`src/rtl/traffic_lights_cmd_master.sv`:
```
// -----------------------------------------------------------------------------
// traffic_lights_cmd_master
//
// Accepts a host request (RECONFIG / OFF / ON) and turns it into a timed
// sequence of one-cycle command strobes for a traffic-light controller.
// Consecutive strobes are separated by CMD_GAP idle cycles, and the last
// strobe is also followed by CMD_GAP idle cycles before the next request
// can be taken.
//
// Ports
//   clk_i         clock, all logic on posedge
//   rst_n_i       asynchronous active-low reset
//   cfg_valid_i   host request valid
//   cfg_ready_o   request can be accepted (IDLE only, 0 while in reset)
//   cfg_op_i      0 RECONFIG, 1 OFF, 2 ON, 3 reserved
//   cfg_red_i     requested red period (clock cycles)
//   cfg_yellow_i  requested yellow period (clock cycles)
//   cfg_green_i   requested green period (clock cycles)
//   cmd_type_o    ON=0 OFF=1 TO_NOTRANSITION=2 GREEN_SET=3 RED_SET=4 YELLOW_SET=5
//   cmd_valid_o   one-cycle command strobe (consumer has no back-pressure)
//   cmd_data_o    command payload, 0 whenever cmd_valid_o is 0
//   busy_o        a sequence is in progress
//   err_o         one-cycle pulse for a rejected request
// -----------------------------------------------------------------------------
module traffic_lights_cmd_master #(
   parameter int unsigned CMD_GAP = 1,
   parameter int unsigned DATA_W  = 16
) (
   input  logic              clk_i,
   input  logic              rst_n_i,
   input  logic              cfg_valid_i,
   output logic              cfg_ready_o,
   input  logic [1:0]        cfg_op_i,
   input  logic [DATA_W-1:0] cfg_red_i,
   input  logic [DATA_W-1:0] cfg_yellow_i,
   input  logic [DATA_W-1:0] cfg_green_i,
   output logic [2:0]        cmd_type_o,
   output logic              cmd_valid_o,
   output logic [DATA_W-1:0] cmd_data_o,
   output logic              busy_o,
   output logic              err_o
);

   localparam logic [1:0] OP_RECONFIG = 2'd0;
   localparam logic [1:0] OP_OFF      = 2'd1;
   localparam logic [1:0] OP_ON       = 2'd2;

   localparam logic [2:0] CMD_ON     = 3'd0;
   localparam logic [2:0] CMD_OFF    = 3'd1;
   localparam logic [2:0] CMD_NOTR   = 3'd2;
   localparam logic [2:0] CMD_GREEN  = 3'd3;
   localparam logic [2:0] CMD_RED    = 3'd4;
   localparam logic [2:0] CMD_YELLOW = 3'd5;

   // The counter counts down to zero inclusive, so it is loaded with CMD_GAP-1.
   localparam int unsigned GAP_LOAD_INT = (CMD_GAP == 0) ? 0 : CMD_GAP - 1;
   localparam logic [7:0]  GAP_LOAD     = 8'(GAP_LOAD_INT);

   typedef enum logic [2:0] {
      IDLE,
      S_NOTR,
      S_GREEN,
      S_RED,
      S_YELLOW,
      S_ON,
      S_OFF,
      GAP
   } state_e;

   state_e              state_q, state_d;
   state_e              ret_q, ret_d;     // state to resume after GAP
   state_e              succ;             // successor of the current S_* state
   logic [7:0]          gap_q, gap_d;
   logic                err_q, err_d;
   logic                ready_en_q;       // holds ready low until the first edge after reset
   logic [DATA_W-1:0]   red_q, yellow_q, green_q;
   logic                accept;
   logic                bad_period;

   assign cfg_ready_o = ready_en_q && (state_q == IDLE);
   assign busy_o      = ready_en_q && (state_q != IDLE);
   assign err_o       = err_q;
   assign accept      = cfg_valid_i && cfg_ready_o;
   assign bad_period  = (cfg_red_i == '0) || (cfg_yellow_i == '0) || (cfg_green_i == '0);

   always_ff @(posedge clk_i or negedge rst_n_i) begin
      if (!rst_n_i) begin
         state_q    <= IDLE;
         ret_q      <= IDLE;
         gap_q      <= 8'd0;
         err_q      <= 1'b0;
         ready_en_q <= 1'b0;
         red_q      <= '0;
         yellow_q   <= '0;
         green_q    <= '0;
      end else begin
         state_q    <= state_d;
         ret_q      <= ret_d;
         gap_q      <= gap_d;
         err_q      <= err_d;
         ready_en_q <= 1'b1;
         // Periods are only sampled on acceptance, so they stay frozen while busy.
         if (accept) begin
            red_q    <= cfg_red_i;
            yellow_q <= cfg_yellow_i;
            green_q  <= cfg_green_i;
         end
      end
   end

   // Command order inside a sequence; S_ON and S_OFF always end a sequence.
   always_comb begin
      succ = IDLE;
      case (state_q)
         S_NOTR:   succ = S_GREEN;
         S_GREEN:  succ = S_RED;
         S_RED:    succ = S_YELLOW;
         S_YELLOW: succ = S_ON;
         default:  succ = IDLE;
      endcase
   end

   always_comb begin
      state_d = state_q;
      ret_d   = ret_q;
      gap_d   = gap_q;
      err_d   = 1'b0;
      case (state_q)
         IDLE: begin
            if (accept) begin
               case (cfg_op_i)
                  OP_RECONFIG: begin
                     if (bad_period) err_d   = 1'b1;
                     else            state_d = S_NOTR;
                  end
                  OP_OFF:  state_d = S_OFF;
                  OP_ON:   state_d = S_ON;
                  default: err_d   = 1'b1;
               endcase
            end
         end
         GAP: begin
            if (gap_q == 8'd0) state_d = ret_q;
            else               gap_d   = gap_q - 8'd1;
         end
         default: begin
            // Every S_* state lasts one cycle, then either gaps or moves on directly.
            if (CMD_GAP == 0) begin
               state_d = succ;
            end else begin
               state_d = GAP;
               ret_d   = succ;
               gap_d   = GAP_LOAD;
            end
         end
      endcase
   end

   always_comb begin
      cmd_valid_o = 1'b0;
      cmd_type_o  = 3'd0;
      cmd_data_o  = '0;
      case (state_q)
         S_NOTR: begin
            cmd_valid_o = 1'b1;
            cmd_type_o  = CMD_NOTR;
         end
         S_GREEN: begin
            cmd_valid_o = 1'b1;
            cmd_type_o  = CMD_GREEN;
            cmd_data_o  = green_q;
         end
         S_RED: begin
            cmd_valid_o = 1'b1;
            cmd_type_o  = CMD_RED;
            cmd_data_o  = red_q;
         end
         S_YELLOW: begin
            cmd_valid_o = 1'b1;
            cmd_type_o  = CMD_YELLOW;
            cmd_data_o  = yellow_q;
         end
         S_ON: begin
            cmd_valid_o = 1'b1;
            cmd_type_o  = CMD_ON;
         end
         S_OFF: begin
            cmd_valid_o = 1'b1;
            cmd_type_o  = CMD_OFF;
         end
         default: ;
      endcase
   end

endmodule

```
`config.mk`:
```
export PLATFORM = sky130hd
export DESIGN_NAME = traffic_lights_cmd_master
export DESIGN_NICKNAME = d
export VERILOG_FILES = /design/src/rtl/traffic_lights_cmd_master.sv
export SDC_FILE = /design/constraint.sdc
export NUM_CORES = 1
export LEC_CHECK = 0
export BUFFER_PORTS_ARGS = -buffer_cell sky130_fd_sc_hd__buf_4
export CORE_UTILIZATION = 45
export DETAILED_ROUTE_END_ITERATION = 16
export HOLD_SLACK_MARGIN = 0.15
export MAX_ROUTING_LAYER = met4
export PLACE_DENSITY = 0.78
export SYNTH_ARGS = -nofsm -noshare
export SYNTH_HDL_FRONTEND = slang
export SYNTH_SLANG_ARGS = --single-unit
```
`constraint.sdc`:
```
create_clock -name clk_i -period 3.6 [get_ports clk_i]
set_input_delay 0.18 -clock clk_i [delete_from_list [all_inputs] [get_ports clk_i]]
set_output_delay 0.18 -clock clk_i [all_outputs]
set_load 0.02 [all_outputs]
```
# Yosys cells after proc, flatten, opt, wreduce, memory -nomap -nowiden
# Cells that the tools add are included.
dict set report word_totals {
  romBits 0
  ramBits 0
  mem_count 0
  latch_bits 0
  regBits 64
  out_inout_bits 23
}
dict set report op_classes {
  div_mod_pow 0
  shifts 0
  mul 0
  mux 15
  eq_ne 14
  reduce_logical 17
  n_lt_le_gt_ge 0
  bitwise 1
  n_addsub 1
}
# op count
set ops {}
lappend ops {{16-bit logical NOT} 3}
lappend ops {{16-bit one-hot mux with 3 select lines} 1}
lappend ops {{8-bit one-hot mux with 2 select lines} 1}
lappend ops {{3-bit one-hot mux with 5 select lines} 1}
lappend ops {{3-bit equality test (second input constant)} 4}
lappend ops {{3-bit one-hot mux with 4 select lines} 1}
lappend ops {{3-bit two-way mux} 3}
lappend ops {{3-bit one-hot mux with 3 select lines} 1}
lappend ops {{8-bit logical NOT} 1}
lappend ops {{8-bit two-way mux} 1}
lappend ops {{8-bit by 1-bit subtractor with 8-bit output (second input constant)} 1}
lappend ops {{3-bit by 2-bit equality test with 1-bit output (second input constant)} 2}
lappend ops {{2-bit != test (second input constant)} 3}
lappend ops {{3-bit one-hot mux with 2 select lines} 1}
lappend ops {{6-bit OR reduction} 1}
lappend ops {{1-bit two-way mux} 4}
lappend ops {{4-bit by 1-bit != test with 1-bit output (second input constant)} 1}
lappend ops {{4-bit AND reduction} 1}
lappend ops {{2-bit OR reduction} 2}
lappend ops {{3-bit by 1-bit equality test with 1-bit output (second input constant)} 1}
lappend ops {{1-bit logical AND} 3}
lappend ops {{3-bit logical NOT} 1}
lappend ops {{3-bit != test (second input constant)} 1}
lappend ops {{3-bit nonzero test} 1}
lappend ops {{other kinds (7)} 8}

# Logic depth before layout (Yosys ltp)
# Gate-level depths: netlist (run 1).
dict set report depth {
  word_depth 7
  mapped_depth 7
  ltp_nobuf 7
}

# Worst setup path after synthesis (run 1)
# No wires, ideal clock.
dict set report synth_path {
  path_type {register to register}
  startpoint {register state_q[0]}
  endpoint {register state_q[0]}
  path_buffers 2
  setup_slack_ns 1.859
  period_less_slack_ns 1.741
  arrival_time_ns 1.658
  stages_incl_launch_ff 8
  path_cell_list {dfrtp_1 -> buf_2 -> nor3_4 -> and2_1 -> nand2_1 -> buf_2 -> o21a_1 -> o21ai_0}
}
dict set report synth_via {
  elab_chain_cells 5
  elab_cells_between_ends 10
}
# item line
set synth_rtl {}
lappend synth_rtl {{from (decl)} 70} ;# state_e state_q, state_d;
lappend synth_rtl {{from (signal assigned)} 97} ;# state_q <= state_d;
lappend synth_rtl {{3-bit logical NOT} 80} ;# assign cfg_ready_o = ready_en_q && (state_q == IDLE);
lappend synth_rtl {{1-bit logical AND} 80}
lappend synth_rtl {{via cfg_ready_o} 32} ;# output logic cfg_ready_o,
lappend synth_rtl {{1-bit logical AND} 83} ;# assign accept = cfg_valid_i && cfg_ready_o;
lappend synth_rtl {{2-bit != test (no source line)} -}
lappend synth_rtl {{4-bit AND reduction (no source line)} -}
# The timed path passes the listed nets, and every way through them passes these cells.
# A chain may end at the register's enable or synchronous reset.

# Worst setup path in the final report (run 1)
dict set report layout_path {
  startpoint {register state_q[0]}
  endpoint {output cmd_data_o[15]}
}
dict set report layout_via {
  elab_chain_cells 2
  elab_cells_between_ends 4
}
# item line
set layout_rtl {}
lappend layout_rtl {{3-bit equality test / 3-bit by 2-bit equality test with 1-bit output (equally long branches)} 163} ;# case (state_q)
lappend layout_rtl {{16-bit one-hot mux with 3 select lines (*)} 163}
lappend layout_rtl {{to (decl)} 39} ;# output logic [DATA_W-1:0] cmd_data_o,
# Every way passes the cells marked *; elsewhere a longest branch is shown, timed or not.

==> summary.txt, run 1 <==
Status - finished, final reports clean
CTS max path bufs - 2
Ports - 76
Pleak - 2.11 nW
Vias in the first global route - 2779
Max transition margin - 46.9%
Initial core utilization - 47.7%
Final WL - 8.30 mm
Setup ws final - 0.976 ns
Commonest non-fill, non-tap cell in the layout - buf_4
H-Tree Depth - 3
Most used DFF post-synth - dfrtp_1
Crit path top cell by count - buf_4
DR vias - 2632
Worst slew pin tran - 0.797 ns
HPWL after DPL - 5.29 mm
Grt ovf - 0
GP Congestion - 0.829
Core ar. - 6530 µm²
Final Hold Vio Count - 0
Place WS - 1.29 ns
Die width - 85.2 µm
CTS tree - yes
Drt initial violations - 141
Max stage delay on crit path - 0.56 ns
Synth Instances - 268
Clock sinks - 64
Post-synth top area share - 51.4%
Max Slew Vio Count - 0
RSZ-0062 raised after global routing - false
Yosys Warn Count - 0
Final TNS setup - 0 ns
Final setup fails - 0
Power Total - 2.98 mW
Syn Area/Cell - 11.6 µm²
Via/cell ratio - 5.54
Synth Register Bits - 64
Pin count of the biggest net entering global routing - 65
Inserted Diodes - 0
Placement row count - 29
First-pass GRT wire length - 13.8 mm
Data arrival, critical path - 2.44 ns
Final Util - 67.7%
Cell Area, Synth - 3120 µm²
Cells after DPL - 410
Clk_skew - 0.0128 ns
Total of max-cap violations - 0
Area delta synth->final - 41.9%
Hold Startpoint - cfg_op_i[0]
Crit share post-route - 72.9%
Nets - 451
Hold WS - 0.380 ns
Worst hold path type - in2reg
TritonCTS buffer count - 9
Total GRT Usage - 26.1%
Critical path startpoint - state_q[0]
Worst R2R Path Depth - 5
Antenna violations before repair - 0
Critical Path, Cell by Cell - buf_4, nor3b_2, buf_4, nand2_1, o21ai_0, buf_4
Max Fclk - 381 MHz
DRC viols - 0
Hold-critical path depth - 4
Crit. End Element - primary output
Final Cell Area - 4420 µm²
P per Cell Area - 673 nW/µm²
Post-CTS Setup Bufs - 0
Largest fanout on the critical path - 19
Post-Place Cell Area - 3730 µm²
VDD IR max - 0.357 mV
Area contributors post-synth - dfrtp_1 (51%), mux2_2 (17%), mux2i_1 (5.1%), o21ai_0 (4.3%), nor4_1 (2.8%)
First-pass DRT Iterations - 4
CTS Root Cell - clkbuf_8
Critical path buffer and inverter count - 3
CP Class - reg2out
CP delay by family, top - buffers and inverters
IO Port Bufs - 75
Area leader, netlist - dfrtp_1
CP Data Required Time - 3.42 ns
FF-to-FF Start - state_q[0]
Post-synthesis net count - 326
Post-synthesis async set-or-reset flop share - 100%
Most frequent cells in the layout - buf_4 (78), dfrtp_1 (64), dlygate4sd3_1 (49)
Die height - 85.2 µm
Post_cts resized - 0
Die area - 7260 µm²
Number of synthesized flops with an enable pin - 0
Crit. path cell count - 6
Clock transition at the registers of the reported paths - 0.07 ns
Startpoint Class - register
Share of layout cells above drive strength 1 - 36.7%
Clk Latency, worst-skew pair - 0.35 ns
Wire per inst - 17.5 µm
Seq/Total Area, Yosys - 51.4%
Fin cells - 475
Min Tclk post-route - 2.62 ns
Slowest CP cell - dfrtp_1
Synth unique cells - 37
Antenna viol nets, final - 0
[area by class of cell]
| class | count | area [µm²] |
|---|---|---|
| flip-flops and latches | 64 | 1600 |
| multi-input cells | 185 | 1430 |
| repair buffers | 127 | 1080 |
| clock buffers | 10 | 128 |
| fillers | 459 | 2110 |
| well taps | 77 | 96.3 |
| inverters | 6 | 22.5 |
| clock inverters | 6 | 70.1 |
[sequential cells by signal (all words and copies together), names as in the netlist]
| signal | cells |
|---|---|
| ret_q | 3 |
| yellow_q | 16 |
| red_q | 16 |
| gap_q | 8 |
| ready_en_q | 1 |
| green_q | 16 |
| state_q | 3 |
| err_o | 1 |
[path summary, 6_finish.rpt]
path,end,slack (ns)
min in group asynchronous,green_q[1],0.47
worst max-delay path,cmd_data_o[15],0.98
worst min register to register,ret_q[2],0.48
worst max register to register,green_q[9],1.28
worst min-delay path,state_q[1],0.38
max in group asynchronous,green_q[9],2.61
[worst min-delay path, cell delays in order]
cell,delay (ns)
buf_4,0.08
ha_1,0.19
o22ai_1,0.09
o21ai_0,0.14
[synthesized netlist by cell type, drive strengths merged (3+ instances only)]
| library cell | number |
|---|---|
| xnor2 | 6 |
| nand2 | 20 |
| mux2 | 48 |
| mux2i | 16 |
| ha | 5 |
| o21ai | 27 |
| nand4 | 3 |
| nor4 | 15 |
| nand3 | 4 |
| nor2 | 15 |
| inv | 6 |
| dfrtp | 64 |
| buf | 11 |
[layer usage]
layer / part of all wire [%] / vias to the layer above / GRT usage, %
met4: 2.8 / 0 / 10.3
met3: 5.9 / 21 / 7.78
met1: 43 / 1294 / 31.1
li1: - / 1211 / -
met5: 0 / - / -
met2: 49 / 106 / 41.7
[logic make-up (layout without fill, tap and decap cells)]
family / after synthesis / count (layout) / synth area share, %
mux: 64 / 64 / 22.5
flops: 64 / 64 / 51.4
fa+ha+maj: 5 / 5 / 2.01
other cells: 1 / 1 / 0.120
simple gates: 71 / 71 / 12.6
compound gates: 38 / 38 / 6.82
xor+xnor: 6 / 6 / 1.69
buf+inv: 19 / 149 / 2.85
[repair_timing]
item / in CTS / in global routing
hold endpoints to repair: 112 / 0
setup endpoints to repair: 0 / 0
hold buffers: 49 / 0
[where the power goes]
| group | leakage (nW) | total [mW] | switching (mW) | internal, mW |
|---|---|---|---|---|
| Sequential | 0.807 | 1.24 | 0.220 | 1.02 |
| Clock | 0.0887 | 0.613 | 0.291 | 0.322 |
| Combinational | 1.21 | 1.12 | 0.543 | 0.582 |
No activity file was read; power rests on OpenSTA's default activity.
==> run 2, diff against run 1 <==
--- a/config.mk
+++ b/config.mk
@@ -10,7 +10,7 @@
 export DETAILED_ROUTE_END_ITERATION = 16
 export HOLD_SLACK_MARGIN = 0.15
 export MAX_ROUTING_LAYER = met4
-export PLACE_DENSITY = 0.78
+export PLACE_DENSITY = 0.81
 export SYNTH_ARGS = -nofsm -noshare
 export SYNTH_HDL_FRONTEND = slang
 export SYNTH_SLANG_ARGS = --single-unit
==> constraint.sdc (replaced) <==
create_clock -name clk_i -period 2.41 [get_ports clk_i]
set_input_delay 0.1205 -clock clk_i [delete_from_list [all_inputs] [get_ports clk_i]]
set_output_delay 0.1205 -clock clk_i [all_outputs]
set_load 0.02 [all_outputs]
==> summary.txt, run 2 (synthesis results as in run 1) <==
Top Registers - green_q (16), red_q (16), yellow_q (16)
Slowest CP cell - dfrtp_1
RSZ-0062 raised after global routing - false
Grt ovf - 0 (unchanged)
Total of max-cap violations - 0 (unchanged)
Post-Place Cell Area - 3750 µm² (+0.54%)
IO Port Bufs - 75 (unchanged)
Final TNS setup - 0 ns (unchanged)
Clock transition at the registers of the reported paths - 0.07 ns (about the same)
Min Tclk post-route - 2.20 ns
Hold WS - 0.311 ns (-0.0691 ns)
Share of layout cells above drive strength 1 - 37.1% (+0.41 points)
Most frequent cells in the layout - buf_4 (78), dfrtp_1 (64), dlygate4sd3_1 (49)
CTS max path bufs - 2 (unchanged)
DRC viols - 0 (unchanged)
Vias in the first global route - 2821 (+1.5%)
Total GRT Usage - 26.5% (+0.45 points)
TritonCTS buffer count - 9 (unchanged)
H-Tree Depth - 3 (unchanged)
GP Congestion - 0.850 (+2.6%)
Fillers - 459 (unchanged)
Final Cell Area - 4480 µm² (+1.2%)
Via/cell ratio - 5.55 (+0.21%)
Largest fanout on the critical path - 16 (-3)
Antenna viol nets, final - 0 (unchanged)
Drt initial violations - 204 (+45%)
CP delay by family, top - flip-flops
P per Cell Area - 1030 nW/µm² (+54%)
VDD IR max - 0.614 mV (+72%)
Status - finished, final reports clean
Data arrival, critical path - 2.08 ns (-0.36 ns)
Crit. End Element - primary output
Clk Latency, worst-skew pair - 0.35 ns (about the same)
Die area - 7260 µm² (unchanged)
Area delta synth->final - 43.6%
Initial core utilization - 47.7% (unchanged)
First-pass DRT Iterations - 4 (unchanged)
Die height - 85.2 µm (unchanged)
Placement row count - 29 (unchanged)
Critical Path, Cell by Cell - nand2b_1, o21ai_0, buf_4
Antenna violations before repair - 0 (unchanged)
Critical path buffer and inverter count - 1 (-2)
CP Class - reg2out
Nets - 452 (+0.22%)
Final WL - 8.67 mm (+4.5%)
CP Data Required Time - 2.29 ns (-1.13 ns)
Wire per inst - 18.2 µm (+4.2%)
Max stage delay on crit path - 0.57 ns (about the same)
Worst slew pin tran - 0.800 ns (+0.00307 ns)
Worst hold path type - in2reg
Inserted Diodes - 0 (unchanged)
CTS tree - yes
Post-CTS Setup Bufs - 0 (unchanged)
DR vias - 2643 (+0.42%)
Clk_skew - 0.00991 ns (-0.00291 ns)
CTS Root Cell - clkbuf_8
Max Slew Vio Count - 0 (unchanged)
Core ar. - 6530 µm² (unchanged)
Crit share post-route - 91.3%
Ports - 76 (unchanged)
Startpoint Class - register
Pin count of the biggest net entering global routing - 65 (unchanged)
Commonest non-fill, non-tap cell in the layout - buf_4
Clock sinks - 64 (unchanged)
Die width - 85.2 µm (unchanged)
Post_cts resized - 0 (unchanged)
Final Hold Vio Count - 0 (unchanged)
Max transition margin - 46.7% (-0.20 points)
Final setup fails - 0 (unchanged)
First-pass GRT wire length - 13.9 mm (+0.75%)
Max Fclk - 455 MHz
HPWL after DPL - 5.20 mm (-1.7%)
Pleak - 2.14 nW (+1.5%)
run 2: path summary, 6_finish.rpt:
check | from | end | slack, ns | cells after the start
worst max-delay path | state_q[1] | cmd_data_o[0] | 0.21 | 3
worst min-delay path | cfg_valid_i | err_o | 0.31 | 4
worst max register to register | gap_q[5] | gap_q[6] | 0.48 | 5
worst min register to register | ret_q[2] | ret_q[2] | 0.50 | 1
max in group asynchronous | rst_n_i | state_q[0] | 1.49 | 2
min in group asynchronous | rst_n_i | yellow_q[0] | 0.41 | 2
run 2: where the power goes:
part           total [mW]  internal [mW]  switching, mW  leakage (nW)
combinational        1.74          0.879          0.865          1.22
clock                1.06          0.613          0.443         0.109
sequential           1.83           1.52          0.305         0.807
total                4.63           3.01           1.61          2.14
run 2: per-stage QoR:
stage               std cells  util, %  total power, mW  setup slack (ns)
global placement          411     57.5             3.38             0.587
global route              476     68.5             4.89             0.168
floorplan                 268        -             2.93             0.669
finish                    476     68.5             4.63             0.210
CTS                       476     68.5             4.59             0.326
detailed placement        411     57.5             3.47             0.525
run 2: final cells by class:
| class | count | area, µm² | area share (%) |
|---|---|---|---|
| inverters | 6 | 22.5 | 0.503 |
| multi-input cells | 185 | 1430 | 31.9 |
| repair buffers | 128 | 1100 | 24.5 |
| well taps | 77 | 96.3 | 2.15 |
| flip-flops and latches | 64 | 1600 | 35.8 |
| clock inverters | 6 | 92.6 | 2.07 |
| clock buffers | 10 | 138 | 3.08 |
run 2: worst register-to-register path: stages (launching register included):
cell	delay, ns
dfrtp_1	0.41
or4_4	0.58
nor4_4	0.45
nor4b_1	0.13
xnor2_1	0.17
nor2_1	0.06
run 2: routing by layer:
layer  routed length (µm)  GRT usage, %  share of wire, %  vias to the layer above
met1                 3420          31.2                39                     1292
met4                  253          12.3               2.9                        0
met2                 4450          43.2                51                      110
met5                    0             -                 0                        -
li1                     -             -                 -                     1218
met3                  537          6.42               6.2                       23
run 2: what timing repair did:
item / 4_1_cts / 5_1_grt
endpoints found under the setup margin: 0 / 0
hold buffers: 49 / 0
endpoints found under the hold margin: 112 / 0
